**src/rtl/seq_light_n_if.sv**
```systemverilog
// Request/step-code bundle between a sequence requester and seq_light_n.
// The master drives requests and timing controls. The slave returns the step code and status.
interface seq_light_n_if #(
   parameter int NCH   = 3,
   parameter int STEPS = 3,
   parameter int DW    = 4
);
   localparam int YW = $clog2(NCH * STEPS + 1);
   localparam int CW = (NCH > 1) ? $clog2(NCH) : 1;

   logic [NCH-1:0] req;
   logic [DW-1:0]  dwell;
   logic           repeat_en;
   logic           abort;
   logic [YW-1:0]  y;
   logic           busy;
   logic [CW-1:0]  active_ch;
   logic           done;

   modport master (
      output req, dwell, repeat_en, abort,
      input  y, busy, active_ch, done
   );

   modport slave (
      input  req, dwell, repeat_en, abort,
      output y, busy, active_ch, done
   );
endinterface

```
**src/rtl/seq_light_n.sv**
```systemverilog
// Priority-arbitrated step sequencer. It runs a fixed number of steps for the
// highest requesting channel. Each step is held for dwell+1 cycles.
//
// state    | meaning
// ---------+------------------------------------------------------------
// S_IDLE   | no sequence running, y=0; samples req each cycle
// S_RUN    | channel ch running step 'step'; cnt counts up to dw_lat
module seq_light_n #(
   parameter int NCH   = 3,
   parameter int STEPS = 3,
   parameter int DW    = 4
) (
   input  logic         clk,
   input  logic         reset,
   seq_light_n_if.slave bus
);
   localparam int YW = $clog2(NCH * STEPS + 1);
   localparam int CW = (NCH > 1) ? $clog2(NCH) : 1;
   localparam int SW = (STEPS > 1) ? $clog2(STEPS) : 1;

   localparam logic [0:0] S_IDLE = 1'b0;
   localparam logic [0:0] S_RUN  = 1'b1;

   logic [0:0]    state;
   logic [CW-1:0] ch;
   logic [SW-1:0] step;
   logic [DW-1:0] cnt;
   logic [DW-1:0] dw_lat;
   logic          done_q;
   logic [CW-1:0] hi_ch;
   logic          enc_ok;
   logic          last_step;

   // Highest set request index wins; later (higher) indices overwrite lower ones.
   always_comb begin
      hi_ch = '0;
      for (int i = 0; i < NCH; i++) begin
         if (bus.req[i]) hi_ch = CW'(i);
      end
   end

   // Step/channel encodings outside the legal range drop the sequencer back to idle.
   always_comb begin
      enc_ok    = (int'(ch) < NCH) && (int'(step) < STEPS);
      last_step = (int'(step) == STEPS - 1);
   end

   // Sequencer state, step timer and completion pulse.
   always_ff @(posedge clk or negedge reset) begin
      if (!reset) begin
         state  <= S_IDLE;
         ch     <= '0;
         step   <= '0;
         cnt    <= '0;
         dw_lat <= '0;
         done_q <= 1'b0;
      end else begin
         done_q <= 1'b0;
         case (state)
            S_IDLE: begin
               if (bus.req != '0) begin
                  state  <= S_RUN;
                  ch     <= hi_ch;
                  step   <= '0;
                  cnt    <= '0;
                  dw_lat <= bus.dwell;
               end
            end
            S_RUN: begin
               if (bus.abort || !enc_ok) begin
                  state <= S_IDLE;
                  ch    <= '0;
                  step  <= '0;
                  cnt   <= '0;
               end else if (cnt == dw_lat) begin
                  cnt <= '0;
                  if (last_step) begin
                     done_q <= 1'b1;
                     step   <= '0;
                     // The channel may restart without an idle cycle. It must still be requesting.
                     if (bus.repeat_en && bus.req[ch]) begin
                        dw_lat <= bus.dwell;
                     end else begin
                        state <= S_IDLE;
                        ch    <= '0;
                     end
                  end else begin
                     step <= step + SW'(1);
                  end
               end else begin
                  cnt <= cnt + DW'(1);
               end
            end
            default: begin
               state <= S_IDLE;
               ch    <= '0;
               step  <= '0;
               cnt   <= '0;
            end
         endcase
      end
   end

   // Moore decode of the outputs from registered state only.
   always_comb begin
      bus.y         = '0;
      bus.active_ch = '0;
      if (state == S_RUN) begin
         bus.y         = YW'(int'(ch) * STEPS + int'(step) + 1);
         bus.active_ch = ch;
      end
      bus.busy = (bus.y != '0);
      bus.done = done_q;
   end
endmodule

```
**src/flat_wrapper.sv**
```systemverilog
// flat-port wrapper written by rule: the top's interface ports become plain ports
module seq_light_n_flat 
#(
   parameter int NCH   = 3,
   parameter int STEPS = 3,
   parameter int DW    = 4
)
  (clk, reset, bus_req, bus_dwell, bus_repeat_en, bus_abort, bus_y, bus_busy, bus_active_ch, bus_done);
  seq_light_n_if #(.NCH(NCH), .STEPS(STEPS), .DW(DW)) bus_i ();
  input  logic clk;
  input  logic reset;
  input wire logic [$bits(bus_i.req)-1:0] bus_req;
  input wire logic [$bits(bus_i.dwell)-1:0] bus_dwell;
  input wire logic [$bits(bus_i.repeat_en)-1:0] bus_repeat_en;
  input wire logic [$bits(bus_i.abort)-1:0] bus_abort;
  output wire logic [$bits(bus_i.y)-1:0] bus_y;
  output wire logic [$bits(bus_i.busy)-1:0] bus_busy;
  output wire logic [$bits(bus_i.active_ch)-1:0] bus_active_ch;
  output wire logic [$bits(bus_i.done)-1:0] bus_done;
  assign bus_i.req = bus_req;
  assign bus_i.dwell = bus_dwell;
  assign bus_i.repeat_en = bus_repeat_en;
  assign bus_i.abort = bus_abort;
  assign bus_y = bus_i.y;
  assign bus_busy = bus_i.busy;
  assign bus_active_ch = bus_i.active_ch;
  assign bus_done = bus_i.done;
  seq_light_n #(.NCH(NCH), .STEPS(STEPS), .DW(DW)) u_core (.clk(clk), .reset(reset), .bus(bus_i));
endmodule
```
**config.mk**
```make
export PLATFORM = sky130hd
export DESIGN_NAME = seq_light_n_flat
export DESIGN_NICKNAME = d
export VERILOG_FILES = /design/src/rtl/seq_light_n_if.sv /design/src/rtl/seq_light_n.sv /design/src/flat_wrapper.sv
export SDC_FILE = /design/constraint.sdc
export NUM_CORES = 1
export LEC_CHECK = 0
export ABC_AREA = 1
export BUFFER_PORTS_ARGS = -buffer_cell sky130_fd_sc_hd__buf_2
export CORE_ASPECT_RATIO = 1.1
export CORE_MARGIN = 2
export CORE_UTILIZATION = 30
export CTS_CLUSTER_DIAMETER = 200
export DETAILED_ROUTE_END_ITERATION = 8
export SLEW_MARGIN = 20
export SYNTH_ARGS = -nofsm -noshare
export SYNTH_HDL_FRONTEND = slang
export SYNTH_SLANG_ARGS = --single-unit
```
**constraint.sdc**
```tcl
create_clock -name clk -period 5.6 [get_ports clk]
set_input_delay 0.28 -clock clk [delete_from_list [all_inputs] [get_ports clk]]
set_output_delay 0.28 -clock clk [all_outputs]
set_load 0.005 [all_outputs]
```
==> results of run 1 <==
[report_power, final]
group | switching [mW] | internal [mW]
clock network | 0.0365 | 0.0396
logic | 0.132 | 0.0982
registers | 0.0428 | 0.130
total | 0.211 | 0.268
[cells in the final DEF, fill, tap and decap left out]
cell	count
clkbuf_8	1
nand2_2	2
ha_1	5
nor2_2	2
nand4_1	2
dfrtp_1	14
nor2_1	10
clkbuf_4	3
xor2_1	2
dlygate4sd3_1	1
a21boi_0	1
fa_1	2
nand3_1	10
inv_1	23
buf_2	18
o21bai_1	1
nor2_4	1
nand3b_1	1
o21ai_0	5
inv_2	3
xnor2_1	1
nor4_1	1
a21oi_1	6
nand2_1	51
a21oi_4	1
[cells in the mapped netlist]
cell type	count	area, sq um
a21boi_0	1	7.51
a21oi_1	6	30.0
a21oi_4	1	16.3
buf_2	1	5.00
dfrtp_1	14	350
fa_1	2	40.0
ha_1	5	62.6
inv_1	23	86.3
inv_2	3	11.3
nand2_1	51	191
nand2_2	2	12.5
nand3_1	10	50.1
nand3b_1	1	7.51
nand4_1	2	12.5
nor2_1	10	37.5
nor2_2	2	12.5
nor2_4	1	11.3
nor4_1	1	6.26
o21ai_0	5	25.0
o21bai_1	1	7.51
xnor2_1	1	8.76
xor2_1	2	17.5
[through the flow]
stage	power, mW	util, %	hold slack, ns
floorplan	0.338	-	-0.0156
global placement	0.405	34.8	0.201
detailed placement	0.405	34.8	0.206
CTS	0.486	36.2	0.200
global route	0.543	36.2	0.229
finish	0.479	36.2	0.205
[metal layers]
metal	vias to the layer above	routed length, um	GRT usage, %
li1	490	-	-
met4	0	23	3.41
met5	-	0	0
met2	18	1040	21.6
met1	401	977	16.4
met3	2	98	3.59
[worst max path at each step]
stage	start	to	cells past startpoint
2_1_floorplan	u_core.ch[0]	bus_busy	7
3_3_place_gp	u_core.ch[0]	bus_busy	8
3_5_place_dp	u_core.ch[0]	bus_busy	8
4_1_cts	u_core.ch[0]	bus_busy	8
5_1_grt	u_core.ch[0]	bus_busy	8
6_report	u_core.ch[0]	bus_busy	8
[worst max-delay path, stage by stage (launching register included)]
cell	delay, ns
dfrtp_1	0.48
fa_1	0.57
inv_1	0.07
fa_1	0.43
o21ai_0	0.17
a21oi_1	0.07
nor2_1	0.10
nand2_1	0.05
buf_2	0.12
[cell type report]
cell class | instances | area share (%)
multi-input cells | 104 | 46.9
flip-flops and latches | 14 | 29.5
repair buffers | 19 | 8.44
inverters | 26 | 8.23
well taps | 36 | 3.80
clock buffers | 4 | 3.06
[flip-flops by register name, indices dropped and copies added, names as in the netlist]
signal and cells:
u_core.step 2, u_core.cnt 4, u_core.ch 2, u_core.dw_lat 4, u_core.bus.done 1, u_core.state 1
[cell families after synthesis]
kind of cell,Yosys count
flops,14
compound gates,14
fa+ha+maj,7
buf+inv,27
simple gates,80
xor+xnor,3
==> metrics, run 1 <==
status complete, no violations; Mapped Cells 145; Post-Syn Nets 163; endpoints failing hold 0; final std cells w/o fill 203; DP Worst Slack 3.31 ns; Leakage 0.681 nW; global placer's final weighted congestion 0.790; Remaining DRCs 0; Fin Setup TNS 0 ns; Bufs on Longest Clock Path 2; hold path depth 3; Adder-Cell Fraction of Synth Area 10.2%; Hold EP u_core.ch[0]; fraction of layout cells with a size suffix above 1 18.6%; Worst Setup End Kind output port; multi-input logic area 557 sq um; share of the yosys chip area belonging to registers 34.7%; Hold WC Path Type in2reg; Die Height 64.8 um; Remaining Overflow, GRT 0; IO Count 19; WL per Instance 10.5 um; reg2reg start u_core.state; syn avg cell area 6.96 sq um; design area 1190 sq um; initial antenna violation count 0; clk slew on worst S/H paths 0.10 ns; total CTS buffers 3; Antenna Cells 0; simple-gate area share of the yosys netlist 33.8%; crit path DAT 2.33 ns; # fillers 374; Synth Area in XOR/XNOR 2.60%; core footprint 3280 sq um; DRT Wirelength 2140 um; fin worst setup slack 2.99 ns; final setup vio count 0; CTS tree built; Worst Max-Slew Pin Slew 0.393 ns; Worst EP required 5.32 ns; post-synthesis compound-gate area fraction 8.55%; H-tree Lvls 1; pwr dens 404 nW/um^2; fmax 383 MHz; max-slew violations 0; Worst R2R Path Depth 7; period utilization 46.6%; initial detailed-routing violation count 26; first-pass GRT wire length 3790 um; Die W 59.3 um; vias in the first global route 846; Ys Warns 0; area delta synth->final 17.5%; Die ar. 3850 sq um; DR vias 911; largest family of logic cells by synthesized area simple AND/OR/NAND/NOR gates; Crit Path Category reg2out; Seq cells post-synth 14; Cell Area, Placed 1140 sq um; post-CTS sizing 0; IO Port Bufs 18; Rel. slew slack 73.7%; DP Wirelength 1630 um; total global-route track usage 13.0%; Setup Fix Bufs, Post-CTS 0; initial core utilization 30.8%; clock skew 0.0122 ns; vias per cell 4.49; synth unique cells 22; RSZ-0062 raised after global routing no; antenna viol nets, final 0; reg-to-reg slack, setup 3.94 ns; clk sinks 14; Clock Latency Late Sink 0.29 ns; DRT Pass-1 Iters 4; hold buffers post-CTS 1; largest net degree at the start of global routing 15; critical hold path startpoint bus_req[1]; CP max FO 7; Core Rows 22; nature of the critical path startpoint register; placed insts 198; final net count 186; Syn Std Cell Area 1010 sq um; crit path time final 2.61 ns; worst flop-to-flop path endpoint u_core.ch[1]; total of max-cap violations 0; maximum vdd drop 0.227 mV; post-synthesis mux area share 0%; register area 350 sq um; CTS Root Cell clkbuf_4
Note: power is estimated with default switching activity, not from simulation.
==> run 2, diff against run 1 <==
Clock period 5.6 ns to 2.4 ns, I/O delays scaled along.
==> metrics, run 2 (same netlist as run 1, synthesis figures left out) <==
status complete, no violations; CP max FO 2; Fin Setup TNS 0 ns; top flop regs u_core.cnt (4), u_core.dw_lat (4); Worst Max-Slew Pin Slew 0.408 ns; Antenna Cells 0; Die Height 64.8 um; nature of the critical path startpoint register; area delta synth->final 23.0%; total of max-cap violations 0; endpoints failing hold 0; Die ar. 3850 sq um; DR vias 948; Cell Area, Placed 1140 sq um; clk slew on worst S/H paths 0.10 ns; Crit Path Category reg2out; Clock Latency Late Sink 0.30 ns; Leakage 0.710 nW; antenna viol nets, final 0; total global-route track usage 13.6%; Die W 59.3 um; Worst EP required 2.28 ns; final std cells w/o fill 209; vias per cell 4.54; maximum vdd drop 0.575 mV; IO Port Bufs 18; placed insts 198; max-slew violations 0; CTS Root Cell clkbuf_4; crit path time final 2.34 ns; initial detailed-routing violation count 30; fin worst setup slack 0.0602 ns; global placer's final weighted congestion 0.790; crit path DAT 2.22 ns; WL per Instance 10.9 um; largest net degree at the start of global routing 15; clock skew 0.0146 ns; initial antenna violation count 0; pwr dens 975 nW/um^2; first-pass GRT wire length 3970 um; final net count 192; clk sinks 14; H-tree Lvls 1; DRT Pass-1 Iters 4; DP Wirelength 1620 um; DRT Wirelength 2280 um; period utilization 97.5%; design area 1240 sq um; commonest non-fill, non-tap cell in the layout nand2_1; RSZ-0062 raised after global routing yes; fraction of layout cells with a size suffix above 1 24.9%; total CTS buffers 3; Remaining Overflow, GRT 0; final setup vio count 0; DP Worst Slack 0.287 ns; initial core utilization 30.8%; Worst Setup End Kind output port; Remaining DRCs 0; fmax 427 MHz; Bufs on Longest Clock Path 2; core footprint 3280 sq um; Hold WC Path Type in2reg; Rel. slew slack 72.7%; IO Count 19; # fillers 358; Core Rows 22; CTS tree built; most frequent cells in the layout 51 x nand2_1, 22 x inv_1, 18 x buf_2, 12 x dfrtp_1, 10 x nand3_1; vias in the first global route 910
==> run 2: cell types whose count changed in the layout (fill, tap and decap cells not counted), sizes merged <==
cell  previous run  this run
buf             18        24
==> run 2: per-stage QoR <==
| stage | utilization [%] | total power [mW] | hold WS [ns] |
|---|---|---|---|
| 2_1_floorplan | - | 0.788 | -0.176 |
| 6_report | 37.9 | 1.21 | 0.0401 |
| 3_5_place_dp | 34.8 | 0.948 | 0.0459 |
| 4_1_cts | 37.2 | 1.17 | 0.0402 |
| 5_1_grt | 37.9 | 1.35 | 0.0663 |
| 3_3_place_gp | 34.8 | 0.945 | 0.0407 |
==> run 2: routing by layer <==
layer | GRT usage (%) | part of all wire [%] | routed length (um)
met5 | 0 | 0 | 0
met4 | 3.41 | 0.92 | 21
met3 | 3.79 | 4.9 | 111
met2 | 23.4 | 50 | 1150
met1 | 16.3 | 44 | 1000
==> run 2: worst max-delay path, cell delays in order (launching register included) <==
cell     delay [ns]
dfrtp_2        0.44
fa_1           0.59
inv_2          0.05
fa_2           0.54
nor2_2         0.04
nor2_1         0.10
nand2_1        0.05
buf_2          0.12
==> run 2: worst paths after layout <==
path	startpoint	end	slack, ns	cells after the start
setup / recovery	u_core.ch[1]	bus_busy	0.06	7
min in group asynchronous	reset	u_core.cnt[1]	0.25	2
hold / removal	bus_req[1]	u_core.ch[0]	0.04	3
max in group asynchronous	reset	u_core.ch[1]	1.88	2
setup reg to reg	u_core.ch[1]	u_core.dw_lat[0]	0.55	9
hold reg to reg	u_core.dw_lat[2]	u_core.dw_lat[2]	0.54	2
==> run 2: final cells by class <==
cell class              count  area [sq um]  share of cell area [%]
clock buffers               4          36.3                    2.92
inverters                  26          97.6                    7.85
multi-input cells         104           566                    45.5
flip-flops and latches     14           353                    28.4
well taps                  36          45.0                    3.63
repair buffers             25           145                    11.7
==> run 2: timing repair <==
item,CTS,global route
hold buffers,1,0
pin swaps,0,6
endpoints found under the setup margin,1,1
hold endpoints to repair,14,0
resized for setup,3,4
setup buffers,4,2
==> run 2: power breakdown <==
part	switching, mW	total, mW	leakage (nW)	internal (mW)
clock network	0.0880	0.181	0.0210	0.0925
logic	0.348	0.634	0.520	0.286
registers	0.0909	0.396	0.170	0.305
total	0.527	1.21	0.710	0.684
==> run 3, diff against run 2 <==
Settings changed: ABC_AREA 1 to default.
==> metrics, run 3 <==
post-synth top area share 31.4%; clock skew 0.000599 ns; Worst EP required 2.28 ns; Core Rows 23; fraction of layout cells with a size suffix above 1 28.3%; DP Wirelength 2040 um; Mapped Cells 121; CTS Root Cell clkbuf_8; # fillers 378; Post-synth top flop dfrtp_1; slowest cell delay on critical path 0.57 ns; syn avg cell area 9.22 sq um; total global-route track usage 13.3%; DRT Wirelength 2690 um; Hold WC Path Type in2reg; most frequent cells after synthesis 14 x dfrtp_1, 9 x o21ai_0, 8 x and2_1, 8 x nor2b_1; EDFF count, synth 0; Die W 62.2 um; H-tree Lvls 1; crit path from u_core.step[1]; share of the yosys chip area belonging to registers 31.4%; Synth async-reset ratio 100%; Clock Latency Late Sink 0.24 ns; first-pass GRT wire length 4310 um; Seq cells post-synth 14; Remaining DRCs 0; fin worst setup slack -0.212 ns; DR vias 994; initial core utilization 31.0%; final net count 165; synth unique cells 39; Leakage 0.593 nW; WL per Instance 13.8 um; Rel. slew slack 74.4%; DP Worst Slack -0.0887 ns; CP max FO 2; initial detailed-routing violation count 60; fmax 383 MHz; global placer's final weighted congestion 0.744; Remaining Overflow, GRT 0; nature of the critical path startpoint register; vias per cell 5.10; Die ar. 4220 sq um; crit path DAT 2.49 ns; critical path's top delay family adder cells; top-count cell post-synth dfrtp_1; commonest non-fill, non-tap cell in the layout buf_2; endpoints failing hold 0; antenna viol nets, final 0; clk sinks 14; Syn Std Cell Area 1120 sq um; total of max-cap violations 0; Util after Layout 37.9%; DRT Pass-1 Iters 4; Crit Path Category reg2out; most frequent cells in the layout 18 x buf_2, 14 x dfrtp_1, 9 x o21ai_0; initial antenna violation count 0; clk slew on worst S/H paths 0.05 ns; RSZ-0062 raised after global routing yes; Bufs on Longest Clock Path 2; period utilization 109%; failing checks negative setup slack; vias in the first global route 969; cell taking the most area after synthesis dfrtp_1; final std cells w/o fill 195; Ys Warns 0; status finished, violations left; register area 350 sq um; largest net degree at the start of global routing 19; Die Height 68.0 um; Synth area leaders dfrtp_1 31%, ha_1 5.6%, and2_1 4.5%; IO Count 19; Buf/Inv on CP 2; Antenna Cells 0; placed insts 190; core footprint 3600 sq um; top flop regs u_core.cnt (4), u_core.dw_lat (4); max-slew violations 0; critical hold path startpoint bus_req[1]; Pwr Total 1.46 mW; Worst Setup End Kind output port; multi-input logic area 733 sq um; IO Port Bufs 18; Worst Max-Slew Pin Slew 0.384 ns; area delta synth->final 22.1%; critical path's slowest cell fa_1; maximum vdd drop 0.217 mV; CTS tree built; final setup vio count 1; crit path time final 2.61 ns; Post-Syn Nets 139; reg2reg start u_core.ch[0]; worst-path cell chain fa_1, inv_1, fa_2, xnor2_1, and2_1, or4_1, buf_2; total CTS buffers 3; pwr dens 1070 nW/um^2
[run 3: changes by cell type after synthesis, moves of 4 or more]
cell	before	now
nand2_1	51	7
inv_1	23	4
o21ai_0	5	9
nor2b_1	0	8
and2_1	0	8
xnor2_1	1	5
nor2_1	10	3
a221oi_1	0	4
nor3b_1	0	4
[run 3: kinds of logic after synthesis]
family,Yosys count,synth area share (%)
and+or+nand+nor,55,29.7
xor gates and xnor gates,5,3.92
muxes,3,3.70
adders and majority gates,7,9.19
DFF,14,31.4
AOI/OAI and AO/OA,27,16.9
buffers and inverters,10,5.16
[run 3: power breakdown]
group | switching (mW) | total (mW) | leakage, nW | internal (mW)
sequential | 0.0811 | 0.388 | 0.174 | 0.307
combinational | 0.433 | 0.884 | 0.397 | 0.450
clock | 0.0784 | 0.189 | 0.0216 | 0.111
total | 0.593 | 1.46 | 0.593 | 0.868
[run 3: per-stage QoR]
stage | hold slack [ns] | TNS [ns] | cell area (sq um)
finish | 0.213 | -0.212 | 1360
global route | 0.233 | -0.299 | 1360
CTS | 0.216 | -0.201 | 1350
detailed placement | 0.0442 | -0.0887 | 1280
global placement | 0.0335 | 0 | 1280
floorplan | -0.176 | 0 | 1120
[run 3: what timing repair did]
item | CTS | global route
hold buffers | 1 | 0
buffers inserted | 1 | 0
endpoints found under the hold margin | 14 | 0
endpoints found under the setup margin | 1 | 1
gates resized for setup | 1 | 2
pin swaps | 4 | 2
[run 3: layout make-up]
type	count	share of cell area, %
clock buffers	3	3.03
inverters	4	1.10
well taps	50	4.59
repair buffers	27	11.8
flip-flops and latches	14	25.7
multi-input cells	97	53.8
[run 3: worst register-to-register path, stage by stage (launching register included)]
cell      delay [ns]
dfrtp_1         0.39
buf_4           0.17
ha_1            0.24
nor3b_2         0.28
nand2_1         0.16
o21bai_4        0.17
mux2_4          0.31
[run 3: worst paths after layout]
check                      cells after the start                to  slack, ns
max                                            7          bus_busy      -0.21
min                                            3      u_core.ch[0]       0.21
max reg2reg                                    6    u_core.step[1]       0.55
min reg2reg                                    2     u_core.cnt[3]       0.57
max in group asynchronous                      2  u_core.dw_lat[3]       1.86
min in group asynchronous                      2    u_core.step[1]       0.30
[run 3: metal layers]
metal / share of wire [%] / up-vias / routed length (um) / GRT usage, %
li1: - / 492 / - / -
met1: 44 / 481 / 1180 / 14.2
met2: 53 / 18 / 1420 / 26.4
met3: 2.5 / 3 / 66 / 2.30
met4: 0.93 / 0 / 25 / 5.83
met5: 0 / - / 0 / 0
